`config.mk`:
```
export PLATFORM = sky130hd
export DESIGN_NAME = branch_ctrl_flat
export DESIGN_NICKNAME = d
export VERILOG_FILES = /design/src/rtl/core_pkg.sv /design/src/rtl/branch_ctrl_if.sv /design/src/rtl/bht_2bit.sv /design/src/rtl/branch_ctrl.sv /design/src/flat_wrapper.sv
export SDC_FILE = /design/constraint.sdc
export NUM_CORES = 1
export LEC_CHECK = 0
export CORE_MARGIN = 5
export CORE_UTILIZATION = 35
export CTS_BUF_LIST = sky130_fd_sc_hd__clkbuf_16
export DETAILED_ROUTE_END_ITERATION = 8
export HOLD_SLACK_MARGIN = 0.06
export SLEW_MARGIN = 20
export SYNTH_ARGS = -nofsm -noshare
export SYNTH_HDL_FRONTEND = slang
export SYNTH_SLANG_ARGS = --single-unit
```
`constraint.sdc`:
```
create_clock -name clk -period 17 [get_ports clk]
set_input_delay 3.4 -clock clk [delete_from_list [all_inputs] [get_ports clk]]
set_output_delay 3.4 -clock clk [all_outputs]
set_load 0.005 [all_outputs]
```
`src/rtl/core_pkg.sv`:
```
// Shared branch-unit definitions: funct3 codes, FSM encoding, BHT reset value.
// Latency: n/a (types, constants and pure functions only).
// Backpressure: n/a.
package core_pkg;

  localparam logic [2:0] F3_BEQ  = 3'b000;
  localparam logic [2:0] F3_BNE  = 3'b001;
  localparam logic [2:0] F3_BLT  = 3'b100;
  localparam logic [2:0] F3_BGE  = 3'b101;
  localparam logic [2:0] F3_BLTU = 3'b110;
  localparam logic [2:0] F3_BGEU = 3'b111;

  // Redirect bookkeeping: FLUSH covers the one wrong-path slot after a redirect.
  typedef enum logic {
    RUN   = 1'b0,
    FLUSH = 1'b1
  } state_t;

  // Every BHT entry starts weakly not-taken.
  localparam logic [1:0] BHT_RST = 2'b01;

  // Taken decision from the shared comparator outputs.
  function automatic logic br_taken(input logic [2:0] f3, input logic eq, input logic lt);
    logic res;
    res = 1'b0;
    case (f3)
      F3_BEQ:           res = eq;
      F3_BNE:           res = !eq;
      F3_BLT, F3_BLTU:  res = lt;
      F3_BGE, F3_BGEU:  res = !lt;
      default:          res = 1'b0;
    endcase
    return res;
  endfunction

  // funct3 010 and 011 are not branches.
  function automatic logic br_legal(input logic [2:0] f3);
    return f3[2:1] != 2'b01;
  endfunction

endpackage

```
`src/rtl/branch_ctrl_if.sv`:
```
// Branch-unit bundle between the IF/EX pipeline and branch_ctrl.
// Latency: n/a (wires only).
// Backpressure: stall freezes the consumer; no valid/ready handshake.
interface branch_ctrl_if #(
  parameter int CNT_W = 32
);
  logic             stall;
  logic [31:0]      if_pc;
  logic             if_pred_taken;
  logic             ex_valid;
  logic             ex_is_branch;
  logic [2:0]       ex_funct3;
  logic [31:0]      ex_pc;
  logic             ex_pred_taken;
  logic             BrEq;
  logic             BrLt;
  logic             BrUn;
  logic             redirect;
  logic             redirect_taken;
  logic             if_kill;
  logic             illegal_br;
  logic [CNT_W-1:0] br_count;
  logic [CNT_W-1:0] mispred_count;

  modport master (
    output stall, if_pc, ex_valid, ex_is_branch, ex_funct3, ex_pc, ex_pred_taken, BrEq, BrLt,
    input  if_pred_taken, BrUn, redirect, redirect_taken, if_kill, illegal_br,
           br_count, mispred_count
  );

  modport slave (
    input  stall, if_pc, ex_valid, ex_is_branch, ex_funct3, ex_pc, ex_pred_taken, BrEq, BrLt,
    output if_pred_taken, BrUn, redirect, redirect_taken, if_kill, illegal_br,
           br_count, mispred_count
  );
endinterface

```
`src/rtl/bht_2bit.sv`:
```
// Untagged 2-bit saturating-counter branch history table.
// Latency: read is combinational; an update is visible the cycle after wr_en.
// Backpressure: none; caller gates wr_en (stall handling lives upstream).
module bht_2bit
  import core_pkg::*;
#(
  parameter int IDX_BITS = 6
) (
  input  logic                clk,
  input  logic                rst,
  input  logic [IDX_BITS-1:0] rd_idx,
  output logic                rd_pred,
  input  logic                wr_en,
  input  logic [IDX_BITS-1:0] wr_idx,
  input  logic                wr_taken
);
  localparam int N = 1 << IDX_BITS;

  logic [1:0] bht_q [N];
  logic [1:0] bht_d [N];

  // No bypass from the write port: prediction is the stored counter MSB.
  assign rd_pred = bht_q[rd_idx][1];

  // Saturating step of the addressed counter toward the resolved direction.
  always_comb begin
    bht_d = bht_q;
    if (wr_en) begin
      if (wr_taken && (bht_q[wr_idx] != 2'b11)) begin
        bht_d[wr_idx] = bht_q[wr_idx] + 2'd1;
      end else if (!wr_taken && (bht_q[wr_idx] != 2'b00)) begin
        bht_d[wr_idx] = bht_q[wr_idx] - 2'd1;
      end
    end
  end

  // Table storage with asynchronous reset to weakly not-taken.
  always_ff @(posedge clk or posedge rst) begin
    if (rst) begin
      for (int i = 0; i < N; i++) bht_q[i] <= BHT_RST;
    end else begin
      bht_q <= bht_d;
    end
  end

endmodule

```
`src/rtl/branch_ctrl.sv`:
```
// Branch resolve/predict: taken decision, mispredict redirect, IF kill, BHT and perf counters.
// Latency: decision/redirect combinational in EX; if_kill one cycle after redirect.
// Backpressure: stall freezes BHT, counters and FSM and suppresses resolution.
module branch_ctrl
  import core_pkg::*;
#(
  parameter int IDX_BITS = 6,
  parameter int CNT_W    = 32
) (
  input logic         clk,
  input logic         rst,
  branch_ctrl_if.slave bus
);
  state_t               state_q;
  logic [CNT_W-1:0]     br_cnt_q, br_cnt_d;
  logic [CNT_W-1:0]     mp_cnt_q, mp_cnt_d;
  logic [IDX_BITS-1:0]  if_idx, ex_idx;
  logic                 taken, legal, eff_valid, resolve, redirect;
  logic                 unused_pc_bits;

  assign if_idx = bus.if_pc[IDX_BITS+1:2];
  assign ex_idx = bus.ex_pc[IDX_BITS+1:2];
  // No tags: the remaining PC bits play no part in indexing.
  assign unused_pc_bits = ^{bus.if_pc[31:IDX_BITS+2], bus.if_pc[1:0],
                            bus.ex_pc[31:IDX_BITS+2], bus.ex_pc[1:0]};

  // Decision path; rst masks it so a branch sitting in EX cannot redirect during reset.
  assign taken     = br_taken(bus.ex_funct3, bus.BrEq, bus.BrLt);
  assign legal     = br_legal(bus.ex_funct3);
  assign eff_valid = bus.ex_valid & bus.ex_is_branch & (state_q == RUN) & !rst;
  assign resolve   = eff_valid & legal & !bus.stall;
  assign redirect  = resolve & (taken != bus.ex_pred_taken);

  assign bus.BrUn           = bus.ex_funct3[1];
  assign bus.redirect       = redirect;
  assign bus.redirect_taken = taken;
  assign bus.illegal_br     = eff_valid & !legal;
  assign bus.if_kill        = (state_q == FLUSH);
  assign bus.br_count       = br_cnt_q;
  assign bus.mispred_count  = mp_cnt_q;

  bht_2bit #(
    .IDX_BITS (IDX_BITS)
  ) u_bht (
    .clk      (clk),
    .rst      (rst),
    .rd_idx   (if_idx),
    .rd_pred  (bus.if_pred_taken),
    .wr_en    (resolve),
    .wr_idx   (ex_idx),
    .wr_taken (taken)
  );

  // Perf counters: count on resolution, stick at all-ones instead of wrapping.
  always_comb begin
    br_cnt_d = br_cnt_q;
    mp_cnt_d = mp_cnt_q;
    if (resolve && (br_cnt_q != '1)) br_cnt_d = br_cnt_q + 1'b1;
    if (redirect && (mp_cnt_q != '1)) mp_cnt_d = mp_cnt_q + 1'b1;
  end

  // Perf counter registers.
  always_ff @(posedge clk or posedge rst) begin
    if (rst) begin
      br_cnt_q <= '0;
      mp_cnt_q <= '0;
    end else begin
      br_cnt_q <= br_cnt_d;
      mp_cnt_q <= mp_cnt_d;
    end
  end

  // RUN/FLUSH sequencer: one non-stalled FLUSH cycle absorbs the wrong-path slot.
  always_ff @(posedge clk or posedge rst) begin
    if (rst) begin
      state_q <= RUN;
    end else begin
      case (state_q)
        RUN:     if (redirect) state_q <= FLUSH;
        FLUSH:   if (!bus.stall) state_q <= RUN;
        default: state_q <= RUN;
      endcase
    end
  end

endmodule

```
`src/flat_wrapper.sv`:
```
// flat-port wrapper written by rule: the top's interface ports become plain ports
module branch_ctrl_flat import core_pkg::*;
#(
  parameter int IDX_BITS = 6,
  parameter int CNT_W    = 32
)
  (clk, rst, bus_stall, bus_if_pc, bus_ex_valid, bus_ex_is_branch, bus_ex_funct3, bus_ex_pc, bus_ex_pred_taken, bus_BrEq, bus_BrLt, bus_if_pred_taken, bus_BrUn, bus_redirect, bus_redirect_taken, bus_if_kill, bus_illegal_br, bus_br_count, bus_mispred_count);
  branch_ctrl_if #(.CNT_W(CNT_W)) bus_i ();
  input logic clk;
  input logic rst;
  input wire logic [$bits(bus_i.stall)-1:0] bus_stall;
  input wire logic [$bits(bus_i.if_pc)-1:0] bus_if_pc;
  input wire logic [$bits(bus_i.ex_valid)-1:0] bus_ex_valid;
  input wire logic [$bits(bus_i.ex_is_branch)-1:0] bus_ex_is_branch;
  input wire logic [$bits(bus_i.ex_funct3)-1:0] bus_ex_funct3;
  input wire logic [$bits(bus_i.ex_pc)-1:0] bus_ex_pc;
  input wire logic [$bits(bus_i.ex_pred_taken)-1:0] bus_ex_pred_taken;
  input wire logic [$bits(bus_i.BrEq)-1:0] bus_BrEq;
  input wire logic [$bits(bus_i.BrLt)-1:0] bus_BrLt;
  output wire logic [$bits(bus_i.if_pred_taken)-1:0] bus_if_pred_taken;
  output wire logic [$bits(bus_i.BrUn)-1:0] bus_BrUn;
  output wire logic [$bits(bus_i.redirect)-1:0] bus_redirect;
  output wire logic [$bits(bus_i.redirect_taken)-1:0] bus_redirect_taken;
  output wire logic [$bits(bus_i.if_kill)-1:0] bus_if_kill;
  output wire logic [$bits(bus_i.illegal_br)-1:0] bus_illegal_br;
  output wire logic [$bits(bus_i.br_count)-1:0] bus_br_count;
  output wire logic [$bits(bus_i.mispred_count)-1:0] bus_mispred_count;
  assign bus_i.stall = bus_stall;
  assign bus_i.if_pc = bus_if_pc;
  assign bus_i.ex_valid = bus_ex_valid;
  assign bus_i.ex_is_branch = bus_ex_is_branch;
  assign bus_i.ex_funct3 = bus_ex_funct3;
  assign bus_i.ex_pc = bus_ex_pc;
  assign bus_i.ex_pred_taken = bus_ex_pred_taken;
  assign bus_i.BrEq = bus_BrEq;
  assign bus_i.BrLt = bus_BrLt;
  assign bus_if_pred_taken = bus_i.if_pred_taken;
  assign bus_BrUn = bus_i.BrUn;
  assign bus_redirect = bus_i.redirect;
  assign bus_redirect_taken = bus_i.redirect_taken;
  assign bus_if_kill = bus_i.if_kill;
  assign bus_illegal_br = bus_i.illegal_br;
  assign bus_br_count = bus_i.br_count;
  assign bus_mispred_count = bus_i.mispred_count;
  branch_ctrl #(.IDX_BITS(IDX_BITS), .CNT_W(CNT_W)) u_core (.clk(clk), .rst(rst), .bus(bus_i));
endmodule
```
# Yosys cells after proc, flatten, opt, wreduce, memory -nomap -nowiden
# Cells that the tools add are included.
[totals]
ff_bits = 193
inputBits = 75
word_cells = 127
[classes]
add_sub_neg = 4
order_cmp = 3
n_eq_ne = 10
n_mux = 16
bitwise = 10
reduce_logical = 17
[op_table]
columns = ["operator", "n"]
rows = [
  ["$bwmux 128", 2],
  ["$mux 128", 2],
  ["$add 32x1->32 const B", 2],
  ["$ne 32x32->1 const B", 2],
  ["$bmux 2 s6", 2],
  ["$ge 7x7->1 const B", 2],
  ["$not 6->7", 2],
  ["$demux 2 s6", 1],
  ["$eq 3x3->1 const B", 4],
  ["$mux 2", 5],
  ["$and 1x1->1", 7],
  ["$lt 7x1->1 const B", 1],
  ["$logic_not 1->1", 6],
  ["$logic_and 1x1->1", 5],
  ["$pmux 1 s4", 1],
  ["$reduce_bool 2->1", 2],
  ["$reduce_or 2->1", 2],
  ["$eq 3x1->1 const B", 1],
  ["$logic_not 3->1", 1],
  ["$add 2x1->2 const B", 1],
  ["$mux 1", 2],
  ["$ne 2x1->1 const B", 1],
  ["$ne 2x2->1 const B", 1],
  ["$pmux 1 s2", 1],
  ["4 further kinds", 4],
]

# Logic depth before layout (Yosys ltp)
[logic_depth]
word_depth = 8
ltp_mapped = 15
mapped_depth_nobuf = 11

# Hierarchy
# A second synthesis with hierarchy kept.
[unflattened]
hier_cells = 917
area_unflattened_um2 = 10570.1
[by_module_without_submodules]
columns = ["module", "n_inst", "cells_per_inst", "area_per_inst_um2", "seq_area_each_um2"]
rows = [
  ["bht_2bit", 1, 597, 7104.3, 3283.1],
  ["branch_ctrl", 1, 320, 3465.8, 1626.6],
]

# Worst setup path before layout
# Ideal clock, no wire load.
[synth_timing]
kind = "input to output"
from = "input port bus_if_pc[2]"
to = "output port bus_if_pred_taken"
arrival_ns = 5.341
t_required_ns = 13.600
path_slack_ns = 8.259
cell_stages = 6
cell_sequence = "clkbuf_1 > buf_2 > mux4_2 > a211oi_1 > a2111oi_0 > or4_1"
[synth_between]
elab_chain_cells = 4
[synth_lines]
columns = ["item", "line", "rtl"]
rows = [
  ["start: declaration", "flat_wrapper.sv:12", "input wire logic [$bits(bus_i.if_pc)-1:0] bus_if_pc;"],
  ["$not 6->7 (implied by the code)", "bht_2bit.sv:23", "assign rd_pred = bht_q[rd_idx][1];"],
  ["$bmux 2 s6", "bht_2bit.sv:23", ""],
  ["$mux 2 (implied by the code) (2 in series)", "bht_2bit.sv:23", ""],
  ["end: declaration", "flat_wrapper.sv:20", "output wire logic [$bits(bus_i.if_pred_taken)-1:0] bus_if_pred_taken;"],
]
# Every way passes these cells. The select of a mux whose other input is x is not followed.

# Worst setup path in the final report
[layout_timing]
from = "input port bus_if_pc[3]"
to = "output port bus_if_pred_taken"
# Same word-level chain as after synthesis.

==> impl_results.md <==
* H-tree levels at 4
* GRT Overall Usage at 0.160
* Internal at between 0.7 and 0.8 mW
* CP Data Required Time at about 14 ns
* Setup CP Type: in2out
* Grt total ovfl at 0
* Hold Buf Count CTS at 0
* Pins Over Slew Limit at 0
* Power share of the sequential group at 0.485
* Final Hold Fails at 0
* First-pass GRT wire length at 42.1 mm
* Synth Register Bits at ~190
* Nets at roughly 1000
* Iter 0 DRT Violations at about 560
* Initial antenna violation count at 0
* Initial Utilization at 0.354
* Top post-synthesis cells by area: dfrtp_1, dfstp_2, mux2_2
* Diodes inserted at 0
* Crit path time final at approximately 9.7 ns
* Post-synthesis cell count at about 860
* Total die area at approximately 33000 µm²
* Total of max-cap violations at 0
* Synth cell types at 59
* WP data arrival at approximately 6.3 ns
* Vias at approximately 7000
* Fin Hold WS at between 0.4 and 0.5 ns
* Crit Path Max Fanout at 15
* Asr flop ratio synth at 1.00
* Hold Path Class: reg2reg
* Comb power frac at 0.107
* Die width at ~180 µm
* Clock buffer count from CTS at 17
* Pleak at 5.01 nW
* DRT Wirelength at between 20 and 30 mm
* Largest net degree at the start of global routing at 129
* Area Overhead vs Synth at 19.0%
* PwrDens at 83.4 nW/µm²
* Critical path endpoint category: output pin
* Gpl congestion at about 0.8
* Routed vias/inst at 5.32
* Synth Net Count at between 900 and 1000
* Core Rows at 62
* Die Y at between 150 and 200 µm
* Sequential fraction of the synthesis area at 0.483
* Mapped cell area at approximately 10000 µm²
* Clk Latency, worst-skew pair at ~0.44 ns
* Relative slew slack at 0.300
* Post-DP HPWL at 17.1 mm
* Post-route ant nets at 0
* Clk pin slew, worst setup/hold paths at roughly 0.08 ns
* Tcrit/Tclk final at 0.568
* Sw frac at 0.275
* # DRC at 0
* Clock power share at 0.408
* Core Area at between 20000 and 30000 µm²
* Critical path startpoint category: input port
* Post-CTS sizing at 0
* Clock buffer depth at 2
* CTS tree: built
* Vias in the first global route at approximately 7300
* Sink Count at about 190
* Worst Skew at 0.0149 ns
* Sw power at between 0.2 and 0.3 mW
* Tightest Pin Transition at approximately 1.0 ns
* Synthesized area per cell at between 10 and 15 µm²
* Status: finished, final reports clean
* CTS root buf: clkbuf_16
* Post-CTS Setup Repair Bufs at 0
* Post-synth EDFFs at 0
* Main synth FF type: dfrtp_1
* Final setup violation count at 0
* I/O Pins at between 100 and 150
* Peak Freq at about 100 MHz
* First-pass iteration count of the detailed router at 7
* Final Util at 0.421
* IO Port Bufs at 92
* Routed WL per cell at around 19 µm
* Synth warn at 0
* RSZ-0062 raised after global routing: false
* Worst vdd ir at approximately 0.07 mV
* Post-synth top area share at 0.318
* Layout cells sized above 1 at 0.307
* Synth area leader: dfrtp_1
* Setup TNS at 0 ns
## cells in the mapped netlist, types with 3 or more instances
cell type  number
mux2_2        139
dfrtp_1       129
nand2_1        95
dfstp_2        64
xnor2_1        54
nand3_1        41
nor2_1         36
clkbuf_1       24
mux4_2         24
mux2i_1        23
nand4_1        20
buf_2          16
and3_1         15
inv_1          13
nor2b_1        12
nor3_1         11
xor2_1         11
and2_1         10
o21ai_0        10
a221oi_1        8
a211oi_1        7
a22oi_1         7
and4_1          7
nor4_1          7
a21oi_1         6
a31oi_1         6
nand3b_1        5
ha_1            4
nand2b_1        4
or3_1           4
a2111oi_0       3
buf_4           3
mux2_4          3
nor4_4          3
nor4b_1         3
## routing by layer
metal  track usage  routed length (µm)  vias to the layer above
met2         0.239               11400                      201
met5             0                   0                        -
li1              -                   -                     3294
met3        0.0468                1760                       29
met1         0.228               11800                     3572
met4        0.0411                 401                        0
## final timing paths
kind | startpoint | end | slack (ns) | depth (start not counted)
max in group asynchronous | rst | u_core.u_bht.bht_q[3]$_DFFE_PP0P_ | 12.05 | 3
worst min register to register | u_core.bus.br_count[5]$_DFFE_PP0P_ | u_core.bus.br_count[5]$_DFFE_PP0P_ | 0.50 | 1
worst max register to register | flop | u_core.u_bht.bht_q[89]$_DFFE_PP0P_ | 13.03 | 11
worst min-delay path | u_core.bus.br_count[5]$_DFFE_PP0P_ | u_core.bus.br_count[5]$_DFFE_PP0P_ | 0.50 | 1
min in group asynchronous | rst | u_core.bus.mispred_count[10]$_DFFE_PP0P_ | 3.59 | 2
worst max-delay path | bus_if_pc[3] | bus_if_pred_taken | 7.34 | 8
## logic make-up (layout without fill, tap and decap cells)
family,after synthesis,count (layout),synth area share
xor+xnor,65,65,0.0560
flops,193,193,0.483
mux,189,189,0.234
simple gates,284,284,0.151
compound gates,65,65,0.0470
buf+inv,57,151,0.0241
fa+ha+maj,4,4,0.00492
## metrics by stage
step	std cells	worst slack [ns]	instance area (µm²)	power [mW]
after detailed placement	1303	7.32	11500	0.607
after global routing	1335	7.24	12100	1.05
after floorplan	857	8.26	10200	0.558
final	1335	7.34	12100	1.01
after CTS	1335	7.32	12100	1.02
after global placement	1303	7.32	11500	0.607
## cell usage in the layout, fill, tap and decap left out, types with 4 or more instances in the layout
| cell | count |
|---|---|
| or3_1 | 4 |
| nand3_1 | 41 |
| a221oi_1 | 8 |
| inv_8 | 5 |
| nand2_1 | 95 |
| and2_1 | 10 |
| nor2_1 | 36 |
| buf_4 | 14 |
| dfstp_2 | 64 |
| xor2_1 | 11 |
| a22oi_1 | 7 |
| mux2_2 | 139 |
| mux4_2 | 24 |
| o21ai_0 | 10 |
| clkbuf_16 | 17 |
| inv_1 | 12 |
| and3_1 | 15 |
| nand4_1 | 20 |
| nor3_1 | 11 |
| inv_6 | 4 |
| nand2b_1 | 4 |
| ha_1 | 4 |
| clkdlybuf4s50_1 | 90 |
| nor4_1 | 7 |
| and4_1 | 7 |
| a211oi_1 | 7 |
| xnor2_1 | 53 |
| nand3b_1 | 5 |
| a21oi_1 | 6 |
| a31oi_1 | 5 |
| nor2b_1 | 12 |
| dfrtp_1 | 129 |
| mux2i_1 | 23 |
## worst max-delay path, cell delays in order
cell and delay (ns):
clkdlybuf4s50_1 0.46, buf_4 0.28, mux4_2 0.53, nor2b_1 0.14
a211oi_1 0.27, a2111oi_0 0.09, or4_1 0.60, clkdlybuf4s50_1 0.48
## power groups by stage
stage                     logic, mW  registers [mW]  clock network (mW)
after global routing          0.119           0.492               0.443
after detailed placement      0.109           0.497                   0
after CTS                     0.110           0.489               0.424
after global placement        0.110           0.497                   0
final                         0.108           0.489               0.411
after floorplan              0.0637           0.494                   0
## area by class of cell
| type | instances | area [µm²] |
|---|---|---|
| fillers | 2733 | 16600 |
| clock buffers | 17 | 425 |
| inverters | 13 | 56.3 |
| multi-input cells | 607 | 5030 |
| repair buffers | 106 | 1020 |
| clock inverters | 15 | 171 |
| flip-flops and latches | 193 | 4910 |
| well taps | 384 | 480 |
No activity file was read; power rests on OpenSTA's default activity.
